**config.mk**
```make
export PLATFORM = sky130hd
export DESIGN_NAME = pc_branch_unit
export DESIGN_NICKNAME = d
export VERILOG_FILES = /design/src/rtl/cpu_defs.sv /design/src/rtl/return_stack.sv /design/src/rtl/pc_branch_unit.sv
export SDC_FILE = /design/constraint.sdc
export NUM_CORES = 1
export LEC_CHECK = 0
export CORE_ASPECT_RATIO = 1.1
export CORE_MARGIN = 1.5
export CORE_UTILIZATION = 36
export DETAILED_ROUTE_END_ITERATION = 10
export PLACE_DENSITY = 0.71
export SLEW_MARGIN = 20
export SYNTH_ARGS = -nofsm -noshare
export SYNTH_HDL_FRONTEND = slang
export SYNTH_SLANG_ARGS = --single-unit
export TNS_END_PERCENT = 20
```
**constraint.sdc**
```tcl
create_clock -name clk -period 3.4 [get_ports clk]
set_input_delay 0.68 -clock clk [delete_from_list [all_inputs] [get_ports clk]]
set_output_delay 0.68 -clock clk [all_outputs]
set_load 0.005 [all_outputs]
```
**src/rtl/cpu_defs.sv**
```systemverilog
// Shared CPU definitions: opcodes, condition codes, flag bit positions and
// the jump-condition evaluator used by the fetch-side control stage.
package cpu_defs;

    localparam int unsigned OPW = 7;

    // ALU opcode range already used by the datapath decoder
    localparam logic [OPW-1:0] OP_ALU_FIRST = 7'b0000000;
    localparam logic [OPW-1:0] OP_ALU_LAST  = 7'b0100100;

    localparam logic [2:0]     JMP_GRP = 3'b101;
    localparam logic [OPW-1:0] OP_CALL = 7'b1100000;
    localparam logic [OPW-1:0] OP_RET  = 7'b1100001;
    localparam logic [OPW-1:0] OP_HLT  = 7'b1111111;

    localparam logic [3:0] CC_JMP = 4'd0;
    localparam logic [3:0] CC_JEQ = 4'd1;
    localparam logic [3:0] CC_JNE = 4'd2;
    localparam logic [3:0] CC_JGT = 4'd3;
    localparam logic [3:0] CC_JGE = 4'd4;
    localparam logic [3:0] CC_JLT = 4'd5;
    localparam logic [3:0] CC_JLE = 4'd6;
    localparam logic [3:0] CC_JCS = 4'd7;
    localparam logic [3:0] CC_JVS = 4'd8;

    localparam int unsigned FLAG_Z = 0;
    localparam int unsigned FLAG_N = 1;
    localparam int unsigned FLAG_C = 2;
    localparam int unsigned FLAG_V = 3;

    typedef enum logic {
        ST_RUN  = 1'b0,
        ST_HALT = 1'b1
    } pcbu_state_e;

    // Codes 9-15 are reserved and never taken.
    function automatic logic cond_met(input logic [3:0] cc, input logic [3:0] f);
        logic z, n, c, v;
        z = f[FLAG_Z];
        n = f[FLAG_N];
        c = f[FLAG_C];
        v = f[FLAG_V];
        case (cc)
            CC_JMP:  return 1'b1;
            CC_JEQ:  return z;
            CC_JNE:  return !z;
            CC_JGT:  return !n && !z;
            CC_JGE:  return !n;
            CC_JLT:  return n;
            CC_JLE:  return n || z;
            CC_JCS:  return c;
            CC_JVS:  return v;
            default: return 1'b0;
        endcase
    endfunction

endpackage

```
**src/rtl/return_stack.sv**
```systemverilog
// LIFO of return addresses. Push when full and pop when empty are ignored;
// the caller decides how to report them.
module return_stack #(
    parameter int DEPTH = 4,
    parameter int W     = 8
) (
    input  logic         clk,
    input  logic         rst_n,
    input  logic         push,
    input  logic         pop,
    input  logic [W-1:0] din,
    output logic [W-1:0] dout,
    output logic         full,
    output logic         empty
);

    localparam int AW = $clog2(DEPTH);

    logic [W-1:0]  mem [DEPTH];
    logic [AW:0]   sp;
    logic [AW-1:0] top_idx;

    assign top_idx = AW'(sp - (AW+1)'(1));
    assign dout    = mem[top_idx];
    assign full    = (sp == (AW+1)'(DEPTH));
    assign empty   = (sp == '0);

    always_ff @(posedge clk or negedge rst_n) begin
        if (!rst_n) begin
            sp <= '0;
            for (int i = 0; i < DEPTH; i++) mem[i] <= '0;
        end else if (push && !full) begin
            mem[sp[AW-1:0]] <= din;
            sp <= sp + (AW+1)'(1);
        end else if (pop && !empty) begin
            sp <= sp - (AW+1)'(1);
        end
    end

endmodule

```
**src/rtl/pc_branch_unit.sv**
```systemverilog
// Program counter owner: registers ALU flags and resolves jump/call/ret/halt.
// Build macro PCBU_CALL_STACK_EN enables the return stack for CALL/RET.
module pc_branch_unit
    import cpu_defs::*;
#(
    parameter int unsigned STACK_DEPTH = 4,
    parameter logic [7:0]  PC_RESET    = 8'h00
) (
    input  logic        clk,
    input  logic        rst_n,
    input  logic [15:0] instr,
    input  logic        alu_z,
    input  logic        alu_n,
    input  logic        alu_c,
    input  logic        alu_v,
    input  logic        flag_we,
    input  logic        stall,
    output logic [7:0]  pc,
    output logic [3:0]  flags_q,
    output logic        branch_taken,
    output logic        halted,
    output logic        stk_err
);

    if (STACK_DEPTH < 2 || STACK_DEPTH > 16 || (STACK_DEPTH & (STACK_DEPTH - 1)) != 0) begin : g_bad_depth
        $error("pc_branch_unit: STACK_DEPTH must be a power of two in 2..16");
    end

    pcbu_state_e     state, state_d;
    logic [OPW-1:0]  opcode;
    logic [3:0]      cc;
    logic [7:0]      k, pc_inc, pc_d, stk_top;
    logic            is_jmp, is_hlt, jmp_taken, run, adv;
    logic            call_redir, ret_redir;
    logic            unused_instr_b8;

    assign opcode          = instr[15:9];
    assign cc              = instr[12:9];
    assign k               = instr[7:0];
    assign unused_instr_b8 = instr[8];

    assign is_jmp    = (instr[15:13] == JMP_GRP);
    assign is_hlt    = (opcode == OP_HLT);
    // Registered flags only: a flag write in this cycle is not yet visible.
    assign jmp_taken = is_jmp && cond_met(cc, flags_q);
    assign run       = (state == ST_RUN);
    assign adv       = run && !stall;
    assign pc_inc    = pc + 8'd1;

`ifdef PCBU_CALL_STACK_EN
    logic is_call, is_ret, stk_full, stk_empty, stk_push, stk_pop;

    assign is_call    = (opcode == OP_CALL);
    assign is_ret     = (opcode == OP_RET);
    assign stk_push   = adv && is_call && !stk_full;
    assign stk_pop    = adv && is_ret && !stk_empty;
    assign call_redir = is_call;
    assign ret_redir  = is_ret && !stk_empty;

    return_stack #(
        .DEPTH (STACK_DEPTH),
        .W     (8)
    ) u_rstk (
        .clk   (clk),
        .rst_n (rst_n),
        .push  (stk_push),
        .pop   (stk_pop),
        .din   (pc_inc),
        .dout  (stk_top),
        .full  (stk_full),
        .empty (stk_empty)
    );

    always_ff @(posedge clk or negedge rst_n) begin
        if (!rst_n)
            stk_err <= 1'b0;
        else if (adv && ((is_call && stk_full) || (is_ret && stk_empty)))
            stk_err <= 1'b1;
    end
`else
    assign call_redir = 1'b0;
    assign ret_redir  = 1'b0;
    assign stk_top    = '0;
    assign stk_err    = 1'b0;
`endif

    assign branch_taken = run && (jmp_taken || call_redir || ret_redir);

    always_comb begin
        pc_d = pc;
        if (adv && !is_hlt) begin
            if (jmp_taken || call_redir) pc_d = k;
            else if (ret_redir)          pc_d = stk_top;
            else                         pc_d = pc_inc;
        end
    end

    always_ff @(posedge clk or negedge rst_n) begin
        if (!rst_n) begin
            pc      <= PC_RESET;
            flags_q <= '0;
        end else begin
            pc <= pc_d;
            if (adv && flag_we) flags_q <= {alu_v, alu_c, alu_n, alu_z};
        end
    end

    always_ff @(posedge clk or negedge rst_n) begin
        if (!rst_n) state <= ST_RUN;
        else        state <= state_d;
    end

    // HALT is left only through reset.
    always_comb begin
        state_d = state;
        if (state == ST_RUN && !stall && is_hlt) state_d = ST_HALT;
    end

    always_comb begin
        halted = (state == ST_HALT);
    end

endmodule
```
Yosys cells after proc, flatten, opt, wreduce, memory -nomap -nowiden. Cells that the tools add are included.

Output and inout bits: 15. Register bits after elaboration: 13.

Add/sub/neg operators: 1. Reduce and logical (&&, ||, !) cells: 13. Bitwise operators: 1. Eq/ne operators: 10. Multiplexer cells: 2.

Operators by type and width (count): == test 4 x 3 -> 1 bit (second input constant) (4); one-hot mux 1 bit (9 select lines) (1); adder 8 x 1 -> 8 bit (second input constant) (1); == test 4 x 2 -> 1 bit (second input constant) (2); two-way mux 8 bit (1); == test 7 bit (second input constant) (1); logical AND 1 bit (7); == test 4 x 1 -> 1 bit (second input constant) (1); == test 4 bit (second input constant) (1); zero test 1 bit (4); zero test 4 bit (1); == test 3 bit (second input constant) (1); logical OR 1 bit (1); inverter 1 bit (1).

Longest topological paths before layout. Gate-level depths: netlist of run 1.

Depth in word-level cells: 5. Depth in mapped cells: 7. Depth with buffers taken out: 7.

Worst setup path after synthesis of run 1. Ideal clock, no wire load.

Kind: input -> output. Start point: input port instr[10]. End point: output port branch_taken. Data required time: 2.720 ns. Arrival: 1.366 ns. Path slack: 1.354 ns. Stages: 3. Path through: nor4b_1 o31ai_2 a21oi_1.

Cells in the longest elaborated chain, start to end: 4.

Ends and longest elaborated chain: start: declaration (RTL line pc_branch_unit.sv:11) `input logic [15:0] instr,`; == test 4 bit, or another cell as far along (RTL line cpu_defs.sv:43) `case (cc)`; one-hot mux 1 bit (9 select lines) * (RTL line cpu_defs.sv:43); logical AND 1 bit * (RTL line pc_branch_unit.sv:45) `assign jmp_taken = is_jmp && cond_met(cc, flags_q);`; logical AND 1 bit * (RTL line pc_branch_unit.sv:87) `assign branch_taken = run && (jmp_taken || call_redir || ret_redir);`; end: declaration (RTL line pc_branch_unit.sv:20) `output logic branch_taken,`.

Mark *: on every way between the ends. The rest lies on a longest branch, timed or not.

Worst setup path in the final report of run 1. Ends and elaborated chain as after synthesis.

==> results of run 1 <==
[stage by stage]
step,instances,hold slack [ps]
after floorplan,87,384
after global placement,151,526
after detailed placement,151,529
after CTS,155,549
after global routing,155,572
final,155,540
[cells in the mapped netlist (2+ instances only)]
cell type  count  area share (%)
dfrtp_1       13              40
inv_1          8             3.7
a22oi_1        6             5.6
nor2_1         6             2.8
mux2i_1        5             6.2
nand2_1        5             2.3
a21oi_1        4             2.5
mux2_2         4             5.6
nor3_1         3             1.9
o21ai_0        3             1.9
o21ai_1        3             1.9
a41o_1         2             2.5
nand3_1        2             1.2
nand4_1        2             1.5
nor3b_1        2             1.9
nor4b_1        2             2.2
[cells by family after synthesis]
group / after synthesis
other cells: 1
buf+inv: 11
mux: 9
flops: 13
simple gates: 27
fa+ha+maj: 1
compound gates: 25
[path summary, 6_finish.rpt]
kind / endpoint / slack [ps] / cells after the start
setup / recovery: branch_taken / 320 / 5
hold / removal: flags_q[3] / 540 / 1
setup reg to reg: pc[3] / 1630 / 7
hold reg to reg: flags_q[3] / 540 / 1
max in group asynchronous: flags_q[1] / 2210 / 1
min in group asynchronous: pc[6] / 790 / 1
[power by group through the flow]
stage | registers (mW) | logic, mW | clock network (mW)
after floorplan | 0.259 | 0.121 | 0
after global placement | 0.257 | 0.280 | 0
after detailed placement | 0.260 | 0.287 | 0
after CTS | 0.257 | 0.287 | 0.101
after global routing | 0.266 | 0.321 | 0.106
final | 0.256 | 0.283 | 0.0982
[final cells by class]
| class | instances | area, um^2 | share of cell area, % |
|---|---|---|---|
| multi-input combinational | 63 | 430 | 35.0 |
| timing repair buffer | 39 | 383 | 31.1 |
| sequential | 13 | 325 | 26.4 |
| tap | 28 | 35.0 | 2.85 |
| inverter | 8 | 30.0 | 2.44 |
| clock buffer | 4 | 26.3 | 2.14 |
[state kept, by name, summed over array words and instances (netlist names)]
name and count:
pc 8, flags_q 4, halted 1
[worst max-delay path, stage by stage]
cell	delay, ps
clkdlybuf4s50_1	580
nor4b_1	340
o31ai_2	120
a21oi_1	160
clkdlybuf4s50_1	520
[routing by layer]
| metal | part of all wire (%) | wire [um] |
|---|---|---|
| met1 | 44 | 849 |
| met2 | 51 | 988 |
| met3 | 4.4 | 86 |
| met4 | 1.2 | 24 |
| met5 | 0 | 0 |
==> flow_metrics.env, run 1 <==
export IMPL_outcome="completed"
export IMPL_setup_tns_final_ps=0
export IMPL_maxCapViolCount=0
export IMPL_dpl_cell_area_um2=1200
export IMPL_clock_skew_final_ps=5.77
export IMPL_die_h_um=52.7
export IMPL_start_util_pct=39.2
export IMPL_seqPwrFrac_pct=40.2
export IMPL_tritoncts="built"
export IMPL_yosys_area_share_simple_pct=17.8
export IMPL_critical_path_required_ps=2720
export IMPL_num_nets_final=153
export IMPL_hold_start="flags_q[3]"
export IMPL_hold_buffers=0
export IMPL_avgSynthCellArea_um2=9.30
export IMPL_syn2layout_area_growth_pct=51.9
export IMPL_ioPinCount=39
export IMPL_ys_flop_type="dfrtp_1"
export IMPL_final_common_cell="clkdlybuf4s50_1"
export IMPL_p_total_uw=638
export IMPL_fin_crit_ps=3080
export IMPL_synth_async_reset_ratio_pct=100
export IMPL_core_um2=2060
export IMPL_cp_start_kind="input pin"
export IMPL_vias_per_cell=5.12
export IMPL_clock_path_buffers=2
export IMPL_synth_edf_count=0
export IMPL_num_antenna_cells=0
export IMPL_p_comb_share_pct=44.4
export IMPL_layout_setup_ws_ps=318
export IMPL_grt_setup_unrepaired="false"
export IMPL_finalCritPeriodShare_pct=90.6
export IMPL_cp_end_kind="output pin"
export IMPL_synth_xor_area_share_pct=0
export IMPL_grt_util_met1_pct=21.5
export IMPL_grt_busiest_layer="met2"
export IMPL_rows=17
export IMPL_num_vias=794
export IMPL_clk_pin_slew_ps=80
export IMPL_clock_latency_ps=270
export IMPL_ys_ff_latch=13
export IMPL_design_area_um2=1230
export IMPL_grt_pass1_vias=739
export IMPL_crit_path_max_fanout=7
export IMPL_tightest_slew_ps=625
export IMPL_synth_area_mux_share_pct=11.7
export IMPL_routed_wirelength_um=1950
export IMPL_ant_nets=0
export IMPL_synth_compound_area_share_pct=21.6
export IMPL_p_int_uw=431
export IMPL_track_usage_pct=17.8
export IMPL_finalHoldViolCount=0
export IMPL_p_per_area_nw_per_um2=518
export IMPL_die_w_um=48.2
export IMPL_post_cts_resized=0
export IMPL_timing_slew_headroom_pct=58.2
export IMPL_place_gp_congestion=0.804
export IMPL_antenna_found_initial=0
export IMPL_setup_viol_count_final=0
export IMPL_cts_root_buffer="clkbuf_4"
export IMPL_wl_per_cell_um=12.6
export IMPL_hp_class="reg -> reg"
export IMPL_ys_types=33
export IMPL_p_sw_uw=207
export IMPL_worstSetupPathType="in -> out"
export IMPL_ir_drop_uv=489
export IMPL_cts_sinks=13
export IMPL_postCtsSetupRepairBufs=0
export IMPL_ys_seq_area_share_pct=40.2
export IMPL_use_met2_pct=30.0
export IMPL_grt_max_degree=18
export IMPL_synth_top_family_by_area="compound AO/OA/AOI/OAI gates"
export IMPL_dp_hpwl_um=1540
export IMPL_syn_cell_area_um2=810
export IMPL_grt_first_pass_wirelength_um=3210
export IMPL_synth_fp_nets=112
export IMPL_ys_warn_count=0
export IMPL_pwr_share_clk_pct=15.4
export IMPL_power_share_switching_pct=32.4
export IMPL_cp_arrival_ps=2400
export IMPL_drtIter0Drc=17
export IMPL_layout_common_cells="clkdlybuf4s50_1, dfrtp_1, inv_1, nor2_1, a22oi_1"
export IMPL_num_fill_cells=190
export IMPL_synthCells=87
export IMPL_timing_final_max_slew_violations=0
export IMPL_fin_util_pct=59.6
export IMPL_pre_cts_slack_ps=331
export IMPL_cts_made_buffers=3
export IMPL_gr_total_overflow=0
export IMPL_drtPass1Iterations=4
export IMPL_synthAdderAreaFrac_pct=1.55
export IMPL_use_met3_pct=3.45
export IMPL_r2r_start="flags_q[1]"
export IMPL_fp_dieArea_um2=2540
export IMPL_total_leakage_power_nw=0.519
export IMPL_crit_start="instr[10]"
export IMPL_drive_gt1_share_pct=10.2
export IMPL_cts_htree_levels=1
export IMPL_io_buffers=36
export IMPL_drc_errors=0
export IMPL_fmax_mhz=325
(Power assumes the default switching activity.)
==> run 2: changes to the inputs <==
PLACE_DENSITY = 0.74   (was 0.71)
TNS_END_PERCENT = default   (was 20)
clock period = 2.7 ns   (was 3.4 ns; I/O delays follow)
==> run 2 against run 1 <==
Via count rose by 3.5%. Sequential cell count unchanged. Routed wire length is 4.0% higher. Register-to-register slack worse by 780 ps. Clock power rose by 24%. Critical path depth grew 1. Critical endpoint unchanged. First-iteration DRC count fell by 18%. Sequential share of layout area fell by 1.5 points. Final area is 6.0% higher. Die area unchanged. Largest power group unchanged.
==> flow_metrics.env, run 2 (synthesized netlist as in run 1, its figures left out) <==
export IMPL_tritoncts="built"
export IMPL_pwr_share_clk_pct=15.1
export IMPL_grt_first_pass_wirelength_um=3380
export IMPL_vias_per_cell=5.17
export IMPL_place_gp_congestion=0.846
export IMPL_rrSetupSlack_ps=850
export IMPL_cp_start_kind="input pin"
export IMPL_setup_viol_count_final=0
export IMPL_track_usage_pct=18.7
export IMPL_seqPwrFrac_pct=40.1
export IMPL_p_int_uw=548
export IMPL_clock_latency_ps=270
export IMPL_regMostFlops="pc"
export IMPL_drtPass1Iterations=4
export IMPL_total_leakage_power_nw=0.572
export IMPL_reg2reg_to="pc[2]"
export IMPL_fin_crit_ps=2270
export IMPL_num_fill_cells=190
export IMPL_finalCritPeriodShare_pct=83.9
export IMPL_layout_setup_ws_ps=434
export IMPL_setup_tns_final_ps=0
export IMPL_io_buffers=36
export IMPL_syn2layout_area_growth_pct=61.1
export IMPL_design_area_um2=1300
export IMPL_wl_per_cell_um=12.7
export IMPL_largest_reg_flops=8
export IMPL_r2r_start="flags_q[1]"
export IMPL_placed_cells=154
export IMPL_r2r_worst_path_cells=8
export IMPL_fp_dieArea_um2=2540
export IMPL_drc_errors=0
export IMPL_drive_gt1_share_pct=18.3
export IMPL_grt_setup_unrepaired="false"
export IMPL_cp_endpoint="branch_taken"
export IMPL_dp_hpwl_um=1520
export IMPL_cts_sinks=13
export IMPL_timing_final_max_slew_violations=0
export IMPL_routed_wirelength_um=2030
export IMPL_final_common_cell="clkdlybuf4s50_1"
export IMPL_grt_max_degree=18
export IMPL_clock_path_buffers=2
export IMPL_clock_skew_final_ps=1.66
export IMPL_outcome="completed"
export IMPL_power_share_switching_pct=32.5
export IMPL_die_h_um=52.7
export IMPL_grt_pass1_vias=802
export IMPL_fin_cells=159
export IMPL_hold_buffers=0
export IMPL_num_antenna_cells=0
export IMPL_p_comb_share_pct=44.8
export IMPL_rows=17
export IMPL_timing_slew_headroom_pct=59.5
export IMPL_ir_drop_uv=462
export IMPL_die_w_um=48.2
export IMPL_crit_start="instr[13]"
export IMPL_register_area_um2=325
export IMPL_multi_input_comb_area_um2=475
export IMPL_worstSetupPathType="in -> out"
export IMPL_num_vias=822
export IMPL_antenna_found_initial=0
export IMPL_cts_htree_levels=1
export IMPL_clk_pin_slew_ps=80
export IMPL_finalHoldViolCount=0
export IMPL_ant_nets=0
export IMPL_tightest_slew_ps=606
export IMPL_core_um2=2060
export IMPL_p_sw_uw=264
export IMPL_ioPinCount=39
export IMPL_dpl_cell_area_um2=1230
export IMPL_gr_total_overflow=0
export IMPL_cts_root_buffer="clkbuf_4"
export IMPL_pre_cts_slack_ps=-107
export IMPL_layout_common_cells="clkdlybuf4s50_1, dfrtp_1, inv_1, buf_4"
export IMPL_maxCapViolCount=0
export IMPL_fmax_mhz=441
export IMPL_hp_class="reg -> reg"
export IMPL_cts_made_buffers=3
export IMPL_critical_path_required_ps=2160
export IMPL_cp_arrival_ps=1730
export IMPL_p_per_area_nw_per_um2=623
export IMPL_drtIter0Drc=14
export IMPL_num_nets_final=157
export IMPL_cp_end_kind="output pin"
export IMPL_start_util_pct=39.2
export IMPL_crit_path_max_fanout=3
run 2: cell types whose count changed in the layout (fill, tap and decap cells not counted), sizes merged:
cell / previous run / this run
buf: 3 / 7
clkdlybuf4s50: 36 / 32
dlymetal6s2s: 0 / 1
dlygate4sd2: 0 / 3
run 2: what timing repair did:
item                       in CTS  in global routing
gates resized for setup         7                  5
setup endpoints to repair       1                  1
buffers inserted                0                  1
pin swaps                       0                  1
run 2: worst max-delay path, cell delays in order:
cell	delay, ps
clkdlybuf4s50_1	470
nand2_2	80
nor4b_4	270
o21ai_2	100
a21oi_2	130
dlymetal6s2s_1	130
run 2: worst min path at each step:
stage / startpoint / end / slack [ps] / cells past startpoint
after global routing: flags_q[3] / flags_q[3] / 580 / 1
after floorplan: rst_n / flags_q[0] / 240 / 0
after CTS: flags_q[3] / flags_q[3] / 560 / 1
after detailed placement: flags_q[3] / flags_q[3] / 540 / 1
final: flags_q[3] / flags_q[3] / 550 / 1
after global placement: flags_q[3] / flags_q[3] / 530 / 1
run 2: power groups by stage:
| stage | logic (mW) | clock network, mW | registers [mW] |
|---|---|---|---|
| after floorplan | 0.153 | 0 | 0.326 |
| after global placement | 0.353 | 0 | 0.325 |
| after detailed placement | 0.361 | 0 | 0.328 |
| after CTS | 0.365 | 0.126 | 0.325 |
| after global routing | 0.411 | 0.131 | 0.335 |
| final | 0.364 | 0.122 | 0.326 |
run 2: per-stage QoR:
step,util [%],total power [mW],hold slack [ps]
after CTS,61.7,0.817,555
after floorplan,-,0.479,244
after global placement,59.4,0.678,525
after global routing,63.2,0.878,581
final,63.2,0.812,548
after detailed placement,59.4,0.689,536
run 2: per-layer routing:
layer	share of wire, %	vias to the layer above	routed length [um]	GRT usage (%)
met3	2.4	2	48	4.14
met1	44	397	895	22.9
met5	0	-	0	0
met4	1.0	0	21	6.76
met2	52	10	1060	30.7
li1	-	413	-	-
run 2: area by class of cell:
| type | count | share of cell area, % |
|---|---|---|
| Timing Repair Buffer | 43 | 31.6 |
| Clock buffer | 4 | 2.02 |
| Tap cell | 28 | 2.69 |
| Sequential cell | 13 | 25.0 |
| Inverter | 8 | 2.30 |
| Multi-Input combinational cell | 63 | 36.5 |
